$ cat config.mk
export PLATFORM = sky130hd
export DESIGN_NAME = result_uart_tx
export DESIGN_NICKNAME = d
export VERILOG_FILES = /design/src/rtl/result_tx_pkg.sv /design/src/rtl/result_fifo.sv /design/src/rtl/result_uart_tx.sv
export SDC_FILE = /design/constraint.sdc
export NUM_CORES = 1
export LEC_CHECK = 0
export ABC_AREA = 1
export BUFFER_PORTS_ARGS = -buffer_cell sky130_fd_sc_hd__buf_2
export CORE_UTILIZATION = 60
export DETAILED_ROUTE_END_ITERATION = 8
export PLACE_DENSITY = 0.77
export SKIP_CTS_REPAIR_TIMING = 1
export SLEW_MARGIN = 20
export SYNTH_ARGS = -nofsm -noshare
export SYNTH_HDL_FRONTEND = slang
export SYNTH_SLANG_ARGS = --single-unit
$ cat constraint.sdc
create_clock -name clk -period 4 [get_ports clk]
set_clock_uncertainty 0.2 [all_clocks]
set_input_delay 0.6 -clock clk [delete_from_list [all_inputs] [get_ports clk]]
set_output_delay 0.6 -clock clk [all_outputs]
set_load 0.1 [all_outputs]
$ cat src/rtl/result_tx_pkg.sv
`default_nettype none
// ============================================================================
// Module      : result_tx_pkg
// Description : Shared types and constants for the result UART transmitter.
//               The framer walks tx_state_t once per byte; each frame carries
//               FRAME_BYTES bytes of BITS_PER_BYTE data bits.
// Revision    : 1.0 - initial release
// ============================================================================
package result_tx_pkg;

    typedef enum logic [1:0] {
        IDLE  = 2'd0,
        START = 2'd1,
        DATA  = 2'd2,
        STOP  = 2'd3
    } tx_state_t;

    localparam int FRAME_BYTES   = 5;
    localparam int BITS_PER_BYTE = 8;

endpackage
`default_nettype wire

$ cat src/rtl/result_fifo.sv
`default_nettype none
// ============================================================================
// Module      : result_fifo
// Description : Synchronous FIFO holding result words for the UART framer.
//               Pointers carry one extra wrap bit so full and empty can be
//               told apart. Push and pop may occur on the same edge, also
//               while full (the pop frees the slot the push writes).
//               full/empty are flops that reflect occupancy after the edge.
// Ports       : clk, rst   - clock, synchronous active-high reset
//               push, din  - write request and data
//               pop, dout  - read request and head-of-queue data (fall-through)
//               full, empty- registered occupancy flags
// Revision    : 1.0 - initial release
// ============================================================================
module result_fifo #(
    parameter int WIDTH = 32,
    parameter int DEPTH = 8
) (
    input  logic             clk,
    input  logic             rst,
    input  logic             push,
    input  logic             pop,
    input  logic [WIDTH-1:0] din,
    output logic [WIDTH-1:0] dout,
    output logic             full,
    output logic             empty
);

    localparam int c_ADDR_W = $clog2(DEPTH);

    logic [WIDTH-1:0] r_mem [DEPTH];
    logic [c_ADDR_W:0] r_wr_ptr;
    logic [c_ADDR_W:0] r_rd_ptr;
    logic [c_ADDR_W:0] w_wr_ptr_next;
    logic [c_ADDR_W:0] w_rd_ptr_next;
    logic              r_full;
    logic              r_empty;
    logic              w_pop_ok;
    logic              w_push_ok;

    assign w_pop_ok  = pop & ~r_empty;
    // A pop on the same edge frees a slot, so a push into a full FIFO is
    // still accepted in that case.
    assign w_push_ok = push & (~r_full | w_pop_ok);

    assign w_wr_ptr_next = r_wr_ptr + {{c_ADDR_W{1'b0}}, w_push_ok};
    assign w_rd_ptr_next = r_rd_ptr + {{c_ADDR_W{1'b0}}, w_pop_ok};

    always_ff @(posedge clk) begin
        if (rst) begin
            r_wr_ptr <= '0;
            r_rd_ptr <= '0;
            r_full   <= 1'b0;
            r_empty  <= 1'b1;
        end else begin
            r_wr_ptr <= w_wr_ptr_next;
            r_rd_ptr <= w_rd_ptr_next;
            r_empty  <= (w_wr_ptr_next == w_rd_ptr_next);
            r_full   <= (w_wr_ptr_next[c_ADDR_W] != w_rd_ptr_next[c_ADDR_W]) &&
                        (w_wr_ptr_next[c_ADDR_W-1:0] == w_rd_ptr_next[c_ADDR_W-1:0]);
        end
    end

    // Storage needs no reset; occupancy is tracked entirely by the pointers.
    always_ff @(posedge clk) begin
        if (w_push_ok) begin
            r_mem[r_wr_ptr[c_ADDR_W-1:0]] <= din;
        end
    end

    assign dout  = r_mem[r_rd_ptr[c_ADDR_W-1:0]];
    assign full  = r_full;
    assign empty = r_empty;

endmodule
`default_nettype wire

$ cat src/rtl/result_uart_tx.sv
`default_nettype none
// ============================================================================
// Module      : result_uart_tx
// Description : Buffers 32-bit core results and serialises each one as an
//               8N1 UART frame: SYNC_BYTE, then data[31:24] .. data[7:0].
//               Bytes go LSB first, back-to-back inside a frame; consecutive
//               frames are separated by one idle cycle.
// Ports       : clk, rst    - clock, synchronous active-high reset
//               data_in     - result word to send
//               data_valid  - push request, sampled every rising edge
//               tx          - serial line, idle high, driven from a flop
//               busy        - frame in progress or words still queued
//               fifo_full   - FIFO holds FIFO_DEPTH words
//               drop_count  - pushes lost to a full FIFO, saturates at 255
// Revision    : 1.0 - initial release
// ============================================================================
module result_uart_tx #(
    parameter int         CLKS_PER_BIT = 434,
    parameter int         FIFO_DEPTH   = 8,
    parameter logic [7:0] SYNC_BYTE    = 8'hA5
) (
    input  logic        clk,
    input  logic        rst,
    input  logic [31:0] data_in,
    input  logic        data_valid,
    output logic        tx,
    output logic        busy,
    output logic        fifo_full,
    output logic [7:0]  drop_count
);

    import result_tx_pkg::*;

    localparam int                  c_BAUD_W    = $clog2(CLKS_PER_BIT);
    localparam logic [c_BAUD_W-1:0] c_BAUD_LAST = c_BAUD_W'(CLKS_PER_BIT - 1);
    localparam logic [2:0]          c_LAST_BIT  = 3'(BITS_PER_BYTE - 1);
    localparam logic [2:0]          c_LAST_BYTE = 3'(FRAME_BYTES - 1);

    tx_state_t            r_state;
    tx_state_t            w_state_next;
    logic [c_BAUD_W-1:0]  r_baud;
    logic [c_BAUD_W-1:0]  w_baud_next;
    logic [2:0]           r_bit_idx;
    logic [2:0]           w_bit_idx_next;
    logic [2:0]           r_byte_idx;
    logic [2:0]           w_byte_idx_next;
    logic [31:0]          r_word;
    logic [31:0]          w_word_next;
    logic [7:0]           r_shift;
    logic [7:0]           w_shift_next;
    logic                 r_tx;
    logic                 w_tx_next;
    logic                 r_busy;
    logic                 w_busy_next;
    logic [7:0]           r_drop;
    logic                 w_baud_done;
    logic                 w_pop;
    logic                 w_fifo_push;
    logic                 w_drop;
    logic [31:0]          w_fifo_dout;
    logic                 w_fifo_full;
    logic                 w_fifo_empty;

    result_fifo #(
        .WIDTH (32),
        .DEPTH (FIFO_DEPTH)
    ) u_fifo (
        .clk   (clk),
        .rst   (rst),
        .push  (w_fifo_push),
        .pop   (w_pop),
        .din   (data_in),
        .dout  (w_fifo_dout),
        .full  (w_fifo_full),
        .empty (w_fifo_empty)
    );

    assign w_fifo_push = data_valid & (~w_fifo_full | w_pop);
    assign w_drop      = data_valid & w_fifo_full & ~w_pop;
    assign w_baud_done = (r_baud == c_BAUD_LAST);

    // r_word holds the data bytes still to be sent, next one in [31:24].
    // r_shift holds the byte on the wire; bit 0 is the next bit out.
    always_comb begin
        w_state_next    = r_state;
        w_baud_next     = r_baud;
        w_bit_idx_next  = r_bit_idx;
        w_byte_idx_next = r_byte_idx;
        w_word_next     = r_word;
        w_shift_next    = r_shift;
        w_tx_next       = r_tx;
        w_pop           = 1'b0;

        case (r_state)
            IDLE: begin
                w_tx_next   = 1'b1;
                w_baud_next = '0;
                if (!w_fifo_empty) begin
                    w_pop           = 1'b1;
                    w_state_next    = START;
                    w_word_next     = w_fifo_dout;
                    w_shift_next    = SYNC_BYTE;
                    w_byte_idx_next = 3'd0;
                    w_tx_next       = 1'b0;
                end
            end

            START: begin
                if (w_baud_done) begin
                    w_state_next   = DATA;
                    w_baud_next    = '0;
                    w_bit_idx_next = 3'd0;
                    w_tx_next      = r_shift[0];
                end else begin
                    w_baud_next = r_baud + 1'b1;
                end
            end

            DATA: begin
                if (w_baud_done) begin
                    w_baud_next = '0;
                    if (r_bit_idx == c_LAST_BIT) begin
                        w_state_next = STOP;
                        w_tx_next    = 1'b1;
                    end else begin
                        w_bit_idx_next = r_bit_idx + 3'd1;
                        w_shift_next   = {1'b0, r_shift[7:1]};
                        w_tx_next      = r_shift[1];
                    end
                end else begin
                    w_baud_next = r_baud + 1'b1;
                end
            end

            STOP: begin
                if (w_baud_done) begin
                    w_baud_next = '0;
                    if (r_byte_idx == c_LAST_BYTE) begin
                        w_state_next = IDLE;
                    end else begin
                        w_state_next    = START;
                        w_byte_idx_next = r_byte_idx + 3'd1;
                        w_shift_next    = r_word[31:24];
                        w_word_next     = {r_word[23:0], 8'h00};
                        w_tx_next       = 1'b0;
                    end
                end else begin
                    w_baud_next = r_baud + 1'b1;
                end
            end

            default: begin
                w_state_next = IDLE;
                w_tx_next    = 1'b1;
            end
        endcase
    end

    // Whenever the next state is IDLE no pop happens on this edge, so the
    // FIFO is non-empty afterwards exactly when it is non-empty now or a
    // push lands (a push into an empty FIFO is always accepted).
    assign w_busy_next = (w_state_next != IDLE) | ~w_fifo_empty | data_valid;

    always_ff @(posedge clk) begin
        if (rst) begin
            r_state    <= IDLE;
            r_baud     <= '0;
            r_bit_idx  <= 3'd0;
            r_byte_idx <= 3'd0;
            r_word     <= '0;
            r_shift    <= '0;
            r_tx       <= 1'b1;
            r_busy     <= 1'b0;
            r_drop     <= 8'd0;
        end else begin
            r_state    <= w_state_next;
            r_baud     <= w_baud_next;
            r_bit_idx  <= w_bit_idx_next;
            r_byte_idx <= w_byte_idx_next;
            r_word     <= w_word_next;
            r_shift    <= w_shift_next;
            r_tx       <= w_tx_next;
            r_busy     <= w_busy_next;
            if (w_drop && (r_drop != 8'hFF)) begin
                r_drop <= r_drop + 8'd1;
            end
        end
    end

    assign tx         = r_tx;
    assign busy       = r_busy;
    assign fifo_full  = w_fifo_full;
    assign drop_count = r_drop;

endmodule
`default_nettype wire

==> results.md <==
* Setup TNS at 0 ns
* Kind of critical path: flop to flop
* Synth Area per Inst at between 10 and 15 um^2
* Post-Synthesis Cell Area at 13,800 um^2
* Die H at 153 um
* Final non-filler cell total at between 1,500 and 2,000
* Row Count at 55
* Crit-path max FO at 24
* Yosys cell types at 42
* CTS H-tree lvls at 2
* Number of synthesized flops with an enable pin at approximately 260
* Core area at 22,600 um^2
* CTS Buf Count at 35
* WHS at between 0.1 and 0.15 ns
* Synth Warn # at 0
* Pwr Total at between 9 and 10 mW
* Antenna-violating nets left at 0
* Global placement routability congestion at 0.781
* Remaining global-route overflow at 0
* Syn-to-layout area delta at 11.1%
* CTS sink count at 333
* Final setup fails at 0
* Critical Path Start Type: flop
* Asr flop ratio synth at 0%
* Top cell type by total area after synthesis: edfxtp_1
* Antenna cells at 0
* Delay of the slowest critical-path stage at 0.45 ns
* Status: complete, no violations
* Critical Path RT at 3.95 ns
* Starting DRT DRC Count at around 780
* Placed insts at ~1,600
* Routed WL per cell at 17.0 um
* Crit end category: flop
* IO Port Bufs at 45
* Initial core utilization at between 60% and 70%
* Pwr per Cell Area at 595 nW/um^2
* Placement Cell Area at 14,200 um^2
* Worst min-delay path class: input port to flop
* Largest net degree at the start of global routing at 78
* Commonest non-fill, non-tap cell in the layout: nand2_1
* Vias in the first global route at 8,786
* Worst ir drop on vdd at 0.000450 V
* Main synth FF type: edfxtp_1
* Hold Fails Final Rpt at 0
* Clock Tree Buf Depth at 3
* Pleak at 5.66 nW
* First-pass GRT wire length at 44.9 mm
* Vias per cell at 5.58
* Post-route cell area at 15,300 um^2
* FF+latch count, synth at 333
* Least-Margin Pin Slew at 0.818 ns
* Share of the synthesized area in the top cell type at 55.9%
* Register clock-pin slew on the reported worst setup and hold paths at 0.06 ns
* Clk_lat worst skew at ~0.52 ns
* Iteration count of the initial detailed-routing pass at 5
* DRC viols at 0
* Final Max Tran Viols at 0
* Slowest cell on crit path: buf_4
* Die width at 153 um
* Most frequent cells in the layout: nand2_1, edfxtp_1, nor2_1
* Total track usage at between 20% and 30%
* Nets at 1,399
* Max-cap violations at 0
* Syn_nets at around 1,400
* Max-slew headroom at 45.3%
* Critical Path AT at 2.90 ns
* Via count at 9,276
* Finished Core Util at between 60 and 70%
* Share of cells above drive strength 1 at 11.4%
* Synth Instances at 1,317
* Crit share post-route at 73.7%
* Final worst slack at between 1 and 1.5 ns
* Setup slack at placement at 1.05 ns
* Max Clk Rate at 339 MHz
* Fillcell total at ~1,700
* TritonCTS clock tree: done
* Initial antenna violation count at 0
* Die area at 23,500 um^2
* Hpwl dp at 16.2 mm
* Clock root cell: clkbuf_16
* Unrepaired setup endpoints after global routing: no
* Post-synthesis sequential area ratio at 67.1%
* Min Clock Period, post-route at 2.95 ns
* Io pins at 46
* Overall routed net length at 28.2 mm
* Synth top area cells: edfxtp_1, dfxtp_1, nand2_1
* Crit path cell chain: nor2_2 -> inv_2 -> nor2_4 -> inv_2 -> a21boi_1 -> nand2_1 -> nor2_4 -> buf_4
[final cells by class]
class	count	area [um^2]	share of cell area [%]
clock buffer	46	931	6.09
timing repair buffer	65	413	2.70
tap	285	357	2.33
multi-input combinational	875	4070	26.6
clock inverter	16	120	0.786
inverter	43	168	1.10
sequential	333	9240	60.4
[cells in the mapped netlist (2+ instances only)]
master and number:
nor2_2 3, a22o_1 2, o21ai_1 24, o21ai_2 2, inv_1 35, buf_2 27
buf_4 7, edfxtp_1 256, nand3_2 3, ha_1 11, nor3_1 19, inv_2 6
buf_1 5, nor2_4 5, dfxtp_1 77, nand2_1 391, nor2_1 173, a31oi_1 2
nand2_4 2, nand2_2 5, xor2_1 9, buf_6 7, a21oi_1 78, nand4_1 9
clkbuf_1 20, o21ai_0 59, o211ai_1 16, xnor2_1 6, o22ai_1 2, nand3_1 44
[power by group]
group / switching (mW) / internal (mW)
registers: 0.185 / 3.98
logic: 1.35 / 0.586
clock network: 1.28 / 1.72
[worst paths after layout]
kind,start,endpoint,slack (ns),depth (start not counted)
hold reg to reg,r_bit_idx[1],r_bit_idx[1],0.27,2
hold / removal,data_in[4],u_fifo.r_mem[1][4],0.15,1
setup / recovery,r_state[0],u_fifo.r_mem[4][26],1.05,8
setup reg to reg,r_state[0],u_fifo.r_mem[4][26],1.05,8
[critical path: cells and delay by family, from the launching register on]
kind                   cells  cell delay, ns
buffers and inverters      3            0.63
and+or+nand+nor            4            1.11
DFF                        1            0.36
AOI/OAI and AO/OA          1            0.28
[state kept, by name, indices dropped and copies added (netlist names)]
register         cells
r_shift              8
busy                 1
r_byte_idx           3
r_bit_idx            3
u_fifo.r_wr_ptr      4
drop_count           8
u_fifo.full          1
r_baud               9
u_fifo.empty         1
u_fifo.r_mem       256
tx                   1
r_word              32
u_fifo.r_rd_ptr      4
r_state              2
[cells by family (layout without fill, tap and decap cells)]
group	Yosys count	count (layout)	share of synthesized area, %
fa+ha+maj	11	11	1.00
flops	333	333	67.1
compound gates	193	193	7.74
buf+inv	109	170	3.83
xor+xnor	15	15	0.955
simple gates	656	656	19.4
[metal layers]
metal / wire length (um) / GRT usage, % / vias up
met5: 0 / 0 / -
met4: 786 / 9.43 / 0
met3: 1790 / 3.77 / 61
met2: 13900 / 41.3 / 293
met1: 11700 / 32.4 / 4385
li1: - / - / 4537
Note: power is estimated with default switching activity, not from simulation.
